## config.mk

```make
export PLATFORM = sky130hd
export DESIGN_NAME = uart_tx_fifo
export DESIGN_NICKNAME = d
export VERILOG_FILES = /design/src/rtl/uart_tx_fifo.sv
export SDC_FILE = /design/constraint.sdc
export NUM_CORES = 1
export LEC_CHECK = 0
export ABC_AREA = 0
export ABC_CLOCK_PERIOD_IN_PS = 4100
export BUFFER_PORTS_ARGS = -buffer_cell sky130_fd_sc_hd__buf_2
export CAP_MARGIN = 30
export CORE_MARGIN = 4
export CORE_UTILIZATION = 30
export CTS_BUF_LIST = sky130_fd_sc_hd__clkbuf_8 sky130_fd_sc_hd__clkbuf_16
export CTS_CLUSTER_SIZE = 20
export DETAILED_ROUTE_END_ITERATION = 10
export GPL_TIMING_DRIVEN = 0
export SETUP_SLACK_MARGIN = 0.5
export SYNTH_ARGS = -nofsm -noshare
export SYNTH_HDL_FRONTEND = slang
export SYNTH_SLANG_ARGS = --single-unit
```

## constraint.sdc

```tcl
create_clock -name clk -period 4.1 [get_ports clk]
set_input_delay 1.025 -clock clk [delete_from_list [all_inputs] [get_ports clk]]
set_output_delay 1.025 -clock clk [all_outputs]
set_load 0.1 [all_outputs]
```

## src/rtl/uart_tx_fifo.sv

```systemverilog
// UART transmitter fed by a small byte FIFO.
// Frames are 8N1 or 8E1/8O1, LSB first, and queued frames go out back-to-back.
module uart_tx_fifo #(
    parameter int CLKS_PER_BIT = 16,
    parameter int FIFO_DEPTH   = 4,
    parameter int PARITY_EN    = 1,
    parameter int PARITY_ODD   = 0
) (
    input  logic                          clk,
    input  logic                          rst,
    input  logic                          wr_en,
    input  logic [7:0]                    wr_data,
    output logic                          full,
    output logic [$clog2(FIFO_DEPTH):0]   fifo_count,
    output logic                          overflow,
    output logic                          busy,
    output logic                          tx_done,
    output logic                          tx
);

    localparam int AW = $clog2(FIFO_DEPTH);
    localparam int CW = $clog2(CLKS_PER_BIT);
    localparam logic [CW-1:0] LAST = CW'(CLKS_PER_BIT - 1);
    localparam logic [AW:0] DEPTH = (AW + 1)'(FIFO_DEPTH);
    localparam logic PEN  = (PARITY_EN != 0);
    localparam logic PODD = (PARITY_ODD != 0);

    typedef enum logic [2:0] {
        IDLE,
        START,
        DATA,
        PARITY,
        STOP
    } state_t;

    logic [7:0]    mem [FIFO_DEPTH];
    logic [AW-1:0] wr_ptr;
    logic [AW-1:0] rd_ptr;
    logic [AW:0]   count;
    logic [7:0]    head;
    logic          push;
    logic          pop;
    logic          empty;

    state_t        state;
    state_t        state_n;
    logic [CW-1:0] cnt;
    logic [CW-1:0] cnt_n;
    logic [2:0]    idx;
    logic [2:0]    idx_n;
    logic [7:0]    shreg;
    logic [7:0]    shreg_n;
    logic          par;
    logic          par_n;
    logic          tx_n;
    logic          bit_end;

    assign full       = (count == DEPTH);
    assign empty      = (count == '0);
    assign fifo_count = count;
    assign head       = mem[rd_ptr];
    assign push       = wr_en && !full;
    assign bit_end    = (cnt == LAST);
    assign busy       = (state != IDLE);
    assign tx_done    = (state == STOP) && bit_end;

    always_ff @(posedge clk) begin
        if (push) begin
            mem[wr_ptr] <= wr_data;
        end
    end

    // Pointer width equals log2(depth), so increments wrap for free.
    always_ff @(posedge clk) begin
        if (rst) begin
            wr_ptr   <= '0;
            rd_ptr   <= '0;
            count    <= '0;
            overflow <= 1'b0;
        end else begin
            if (push) begin
                wr_ptr <= wr_ptr + 1'b1;
            end
            if (pop) begin
                rd_ptr <= rd_ptr + 1'b1;
            end
            if (push && !pop) begin
                count <= count + 1'b1;
            end else if (pop && !push) begin
                count <= count - 1'b1;
            end
            overflow <= wr_en && full;
        end
    end

    always_ff @(posedge clk) begin
        if (rst) begin
            state <= IDLE;
            cnt   <= '0;
            idx   <= '0;
            shreg <= '0;
            par   <= 1'b0;
            tx    <= 1'b1;
        end else begin
            state <= state_n;
            cnt   <= cnt_n;
            idx   <= idx_n;
            shreg <= shreg_n;
            par   <= par_n;
            tx    <= tx_n;
        end
    end

    // tx is registered: each branch selects the level for the next cycle.
    always_comb begin
        state_n = state;
        cnt_n   = cnt + 1'b1;
        idx_n   = idx;
        shreg_n = shreg;
        par_n   = par;
        tx_n    = tx;
        pop     = 1'b0;
        unique case (state)
            IDLE: begin
                cnt_n = '0;
                tx_n  = 1'b1;
                if (!empty) begin
                    pop     = 1'b1;
                    state_n = START;
                    tx_n    = 1'b0;
                end
            end
            START: begin
                if (bit_end) begin
                    cnt_n   = '0;
                    state_n = DATA;
                    tx_n    = shreg[0];
                end
            end
            DATA: begin
                if (bit_end) begin
                    cnt_n = '0;
                    if (idx == 3'd7) begin
                        state_n = PEN ? PARITY : STOP;
                        tx_n    = PEN ? par : 1'b1;
                    end else begin
                        idx_n   = idx + 1'b1;
                        shreg_n = shreg >> 1;
                        tx_n    = shreg[1];
                    end
                end
            end
            PARITY: begin
                if (bit_end) begin
                    cnt_n   = '0;
                    state_n = STOP;
                    tx_n    = 1'b1;
                end
            end
            STOP: begin
                if (bit_end) begin
                    cnt_n = '0;
                    if (!empty) begin
                        pop     = 1'b1;
                        state_n = START;
                        tx_n    = 1'b0;
                    end else begin
                        state_n = IDLE;
                        tx_n    = 1'b1;
                    end
                end
            end
            default: begin
                state_n = IDLE;
                cnt_n   = '0;
                tx_n    = 1'b1;
            end
        endcase
        // Parity comes from the byte as popped, before any shifting.
        if (pop) begin
            shreg_n = head;
            par_n   = (^head) ^ PODD;
            idx_n   = '0;
        end
    end

endmodule
```

# --- Word-level counts from Yosys, hierarchy flattened ---
# Memory sizes are Yosys's and may differ from the RTL's. A register that Yosys moved wholly into a read port is not among the register bits.
# Index checks and enable logic that the tools add are counted.
op_classes:
  n_addsub: 6
  n_eq_ne: 14
  n_mux: 28
  bitwise: 2
  reduce_logical: 22
op_table:
  columns: ["cell", "n"]
  rows:
  - ["2-to-1 mux 8 bit", 4]
  - ["2-to-1 mux 3 bit", 8]
  - ["one-hot mux 3 bit (5 select lines)", 1]
  - ["!= test 2 bit (second input constant)", 7]
  - ["2-to-1 mux 1 bit", 11]
  - ["== test 3 bit (second input constant)", 3]
  - ["XOR reduction 8 bit", 1]
  - ["adder 3 x 1 -> 3 bit (second input constant)", 2]
  - ["== test 3 x 2 -> 1 bit (second input constant)", 2]
  - ["logical NOT 3 bit", 2]
  - ["AND reduction 3 bit", 2]
  - ["AND reduction 6 bit", 1]
  - ["nonzero test 2 bit", 3]
  - ["logical AND 1 bit", 5]
  - ["one-hot mux 1 bit (5 select lines)", 1]
  - ["adder 2 x 1 -> 2 bit (second input constant)", 2]
  - ["adder 4 x 1 -> 4 bit (second input constant)", 1]
  - ["== test 4 bit (second input constant)", 1]
  - ["2-to-1 mux 2 bit", 2]
  - ["AND reduction 4 bit", 1]
  - ["OR reduction 4 bit", 1]
  - ["== test 3 x 1 -> 1 bit (second input constant)", 1]
  - ["logical NOT 1 bit", 3]
  - ["nonzero test 3 bit", 1]
  - ["5 further kinds", 6]
word_totals:
  reg_bits: 28
  ram_bits: 32
  inputBits: 11
  out_inout_bits: 8
  wordCells: 83
  memories: 1
mem_list:
  columns: ["name", "depth", "word_bits", "read_ports", "rd_ports_with_merged_regs", "write_ports", "line", "source"]
  rows:
  - ["mem", 4, 8, 1, 1, 1, "36", "logic [7:0] mem [FIFO_DEPTH];"]

# --- Logic depth before layout (Yosys ltp) ---
depth:
  word_depth: 7
  ltp_mapped: 11

# --- Worst setup path before layout ---
# No wires, ideal clock.
synth_timing:
  path_kind: "register -> register"
  from: "register count[0], in the netlist fifo_count[0]"
  to: "register count[2], in the netlist fifo_count[2]"
  setup_time_ns: 0.071
  arrival_ns: 3.089
  required_ns: 4.029
  setup_slack_ns: 0.940
  path_stages_with_launch: 11
  n_path_buf: 1
  period_less_slack_ns: 3.160
  path_cell_list: "dfxtp_1 nor3_1 a2111oi_4 inv_4 buf_6 ha_1 inv_1 fa_1 xor2_1 or3_1 a21oi_1"
synth_via:
  elab_chain_cells: 7
  word_cells_on_any_way: 16
  classes_between: "add/sub (2); eq/ne (1); mux (5); reduce/logical (8)"
synth_rtl:
  columns: ["item", "line", "source"]
  rows:
  - ["start, declared", "39", "logic [AW:0] count;"]
  - ["start signal, assigned", "88", "count <= count + 1'b1;"]
  - ["start signal, assigned", "90", "count <= count - 1'b1;"]
  - ["logical NOT 3 bit", "59", "assign empty = (count == '0);"]
  - ["2-to-1 mux 1 bit", "127, 163", null]
  - ["2-to-1 mux 1 bit", "161", "if (bit_end) begin"]
  - ["one-hot mux 1 bit (2 select lines)", "123", "unique case (state)"]
  - ["logical NOT 1 bit", "87", "if (push && !pop) begin"]
  - ["logical AND 1 bit", "87", null]
  - ["2-to-1 mux 3 bit / nonzero test 2 bit (equally long branches)", null, null]
# Parallel ways exist; a longest one is shown, timed or not. The select of a mux whose other input is x is not followed.
# A chain may end at the register's enable or synchronous reset.

# --- Worst setup path after layout ---
layout_timing:
  from: "register cnt[0]"
  to: "register count[2], in the netlist fifo_count[2]"
layout_via:
  elab_chain_cells: 6
  word_cells_on_any_way: 8
  classes_between: "eq/ne (1); mux (3); reduce/logical (4)"
layout_rtl:
  columns: ["item", "line", "source"]
  rows:
  - ["start, declared", "47", "logic [CW-1:0] cnt;"]
  - ["start signal, assigned", "106", "cnt <= cnt_n;"]
  - ["== test 4 bit *", "63", "assign bit_end = (cnt == LAST);"]
  - ["2-to-1 mux 1 bit *", "161", null]
  - ["one-hot mux 1 bit (2 select lines) *", "123", null]
  - ["logical NOT 1 bit", "87", null]
  - ["logical AND 1 bit", "87", null]
  - ["2-to-1 mux 3 bit / nonzero test 2 bit (equally long branches)", null, null]
# Every way passes the cells marked *; elsewhere a longest branch is shown, timed or not.

==> reports/metrics.yaml <==
status: "complete, no violations"
grt_pass1_vias: 1543
arrival_ns: 3.09
crit_chain: "ha_1 -> nand3_4 -> a2111oi_4 -> inv_4 -> buf_6 -> ha_1 -> inv_1 -> fa_1 -> xor2_1 -> or3_1 -> a21oi_1"
dr.pass1.iters: 4
die-area_um2: 10460
max_freq_mhz: 353.8
drtAntennaViolNets: 0
syn_avg_cell_area_um2: 13.27
worst_hold_path_type: "register to register"
numClockSinks: 62
p_total_mw: 2.277
r2r_end: "fifo_count[2]"
rsz0062_at_grt: "no"
slew_headroom: 0.5271
endpoint_kind: "register"
antenna_found_initial: 0
routabilityCongestion: 0.7205
fin_crit_sh: 0.6894
worst_setup_path_start_kind: "register"
crit_top_cell: "ha_1"
cts-htree-levels: 3
worst_pin_slew_ns: 0.7093
crit_end: "fifo_count[2]"
setup_ws_ns: 1.273
synth_top_area_frac: 0.3602
core_um2: 8678
die_x_um: 102.3
synth.most_common_cell: "edfxtp_1"
std_cell_rows: 34
route.detailed.drc: 0
synth_ff_type: "edfxtp_1"
num_io_pins: 19
vias: 1530
fin_skew_ns: 0.01107
avgRoutedWirePerCell_um: 13.11
clock_path_buffers: 2
slew_violations: 0
die_h_um: 102.3
cts_tree: "yes"
clk_latency_ns: 0.33
slowest_stage: "a2111oi_4"
fin_tns_setup_ns: 0
ys_seq_elements: 62
cp_num_buf_inv: 3
whs_ns: 0.4477
synth_warnings: 0
synth_common_cells: "edfxtp_1 (32), dfxtp_1 (30), nor2_1 (27), xnor2_1 (11), mux2i_1 (10)"
cp_slowest_stage_delay_ns: 0.73
initial_core_util: 0.3074
worst_ep_required_time_ns: 4.36
synthTopCellsByArea: "edfxtp_1 (36%), dfxtp_1 (23%), mux4_2 (6.8%), nor2_1 (3.8%), ha_1 (3.8%)"
drive_gt1_frac: 0.2393
cts_root_buf: "clkbuf_8"
setup_viol: 0
r2r_slack_ns: 1.27
numCtsBuffers: 9
hpwl_mm: 3.109
hold_violations: 0
cap_viol_max_count: 0
grt_usage: 0.09605
yosysSeqAreaShare: 0.5854
grt_max_degree: 12
p_leak_nw: 1.195
yosysUniqueCellTypes: 41
yosysTopAreaCell: "edfxtp_1"
drt-vias-per-instance: 4.474
power.density_nw_per_um2: 728.7
async_flop_share: 0
nNetsFinal: 249
synth_fp_nets: 221
cp_top_family: "compound AO/OA/AOI/OAI gates"
overflow: 0
r2r_start: "cnt[0]"
dp_slack_ns: 1.269
crit_fanout: 10
cp.depth: 11
setup.worst_path.class: "register to register"
path_clk_slew_ns: 0.07
cts_resized: 0
synth-edff-count: 32
drt_iter0_markers: 44
area_growth_syn_to_layout_pct: 17.17
r2r_cells: 11
cts.hold.buffers_added: 0
syn-instance-count: 201
cts_setup_buffers: 0
diodes: 0
crit_start: "cnt[0]"
routed_wl_mm: 4.485
period_needed_ns: 2.827
netlist_area_um2: 2668
ir_worst_vdd_mv: 0.2506
grt_pass1_wl_mm: 7.590
portBuffers: 17
flip-flops by register name, indices dropped and copies added (netlist names), named ones only:
register,flops
cnt,4
fifo_count,3
idx,3
mem,32
overflow,1
par,1
rd_ptr,2
shreg,8
state,3
tx,1
wr_ptr,2
layout by cell type, fill, tap and decap left out, types with 2 or more instances in the layout:
| cell type | synthesis | layout |
|---|---|---|
| or3_1 | 2 | 2 |
| xor2_1 | 5 | 5 |
| nand2_1 | 6 | 6 |
| mux2i_1 | 10 | 10 |
| nor3_1 | 5 | 5 |
| bufinv_16 | 0 | 3 |
| ha_1 | 8 | 8 |
| clkbuf_1 | 6 | 6 |
| a21oi_1 | 3 | 3 |
| o21ai_0 | 3 | 3 |
| a211oi_2 | 6 | 6 |
| mux4_2 | 8 | 8 |
| inv_1 | 7 | 8 |
| and3_1 | 4 | 4 |
| edfxtp_1 | 32 | 32 |
| dfxtp_1 | 30 | 30 |
| clkbuf_8 | 0 | 9 |
| nor2_1 | 27 | 27 |
| buf_2 | 2 | 19 |
| xnor2_1 | 11 | 11 |
| nand3_1 | 4 | 4 |
layout make-up:
cell class | instances | area (um^2)
inverters | 8 | 32.53
fillers | 870 | 5553
multi-input cells | 120 | 1017
clock inverters | 7 | 113.9
flip-flops and latches | 62 | 1562
repair buffers | 17 | 85.08
well taps | 108 | 135.1
clock buffers | 9 | 123.9
plain buffers | 11 | 56.30
per-layer routing:
| metal | share of wire | wire [um] | global-route usage |
|---|---|---|---|
| met1 | 0.46 | 2065 | 0.1253 |
| met2 | 0.48 | 2156 | 0.1474 |
| met3 | 0.038 | 169 | 0.02730 |
| met4 | 0.021 | 95 | 0.04541 |
| met5 | 0 | 0 | 0 |
report_power, final:
group / leakage [nW] / switching, mW / internal (mW)
Sequential: 0.539 / 0.0571 / 0.768
Combinational: 0.537 / 0.496 / 0.321
Clock: 0.118 / 0.234 / 0.400
Total: 1.19 / 0.788 / 1.49
cell families after synthesis:
logic type,count (synthesis),share of synthesized area
mux,19,0.1093
compound gates,21,0.07552
buf+inv,19,0.03330
flops,62,0.5854
xor+xnor,16,0.05253
fa+ha+maj,9,0.04503
simple gates,55,0.09897
how the worst min path moves through the flow:
stage                      start     end  slack [ns]  cells after the start
after floorplan           cnt[0]  cnt[0]        0.42                      1
after global placement    cnt[0]  cnt[0]        0.43                      1
after detailed placement  cnt[0]  cnt[0]        0.44                      1
after CTS                 cnt[0]  cnt[0]        0.45                      1
after global routing      cnt[0]  cnt[0]        0.48                      1
final                     cnt[0]  cnt[0]        0.45                      1
per-stage QoR:
step           utilization  cells  area (um^2)
4_1_cts             0.3602    342         3126
6_report            0.3602    342         3126
3_3_place_gp        0.3328    326         2888
2_1_floorplan            -    201         2668
3_5_place_dp        0.3328    326         2888
5_1_grt             0.3602    342         3126
(Power assumes the default switching activity.)
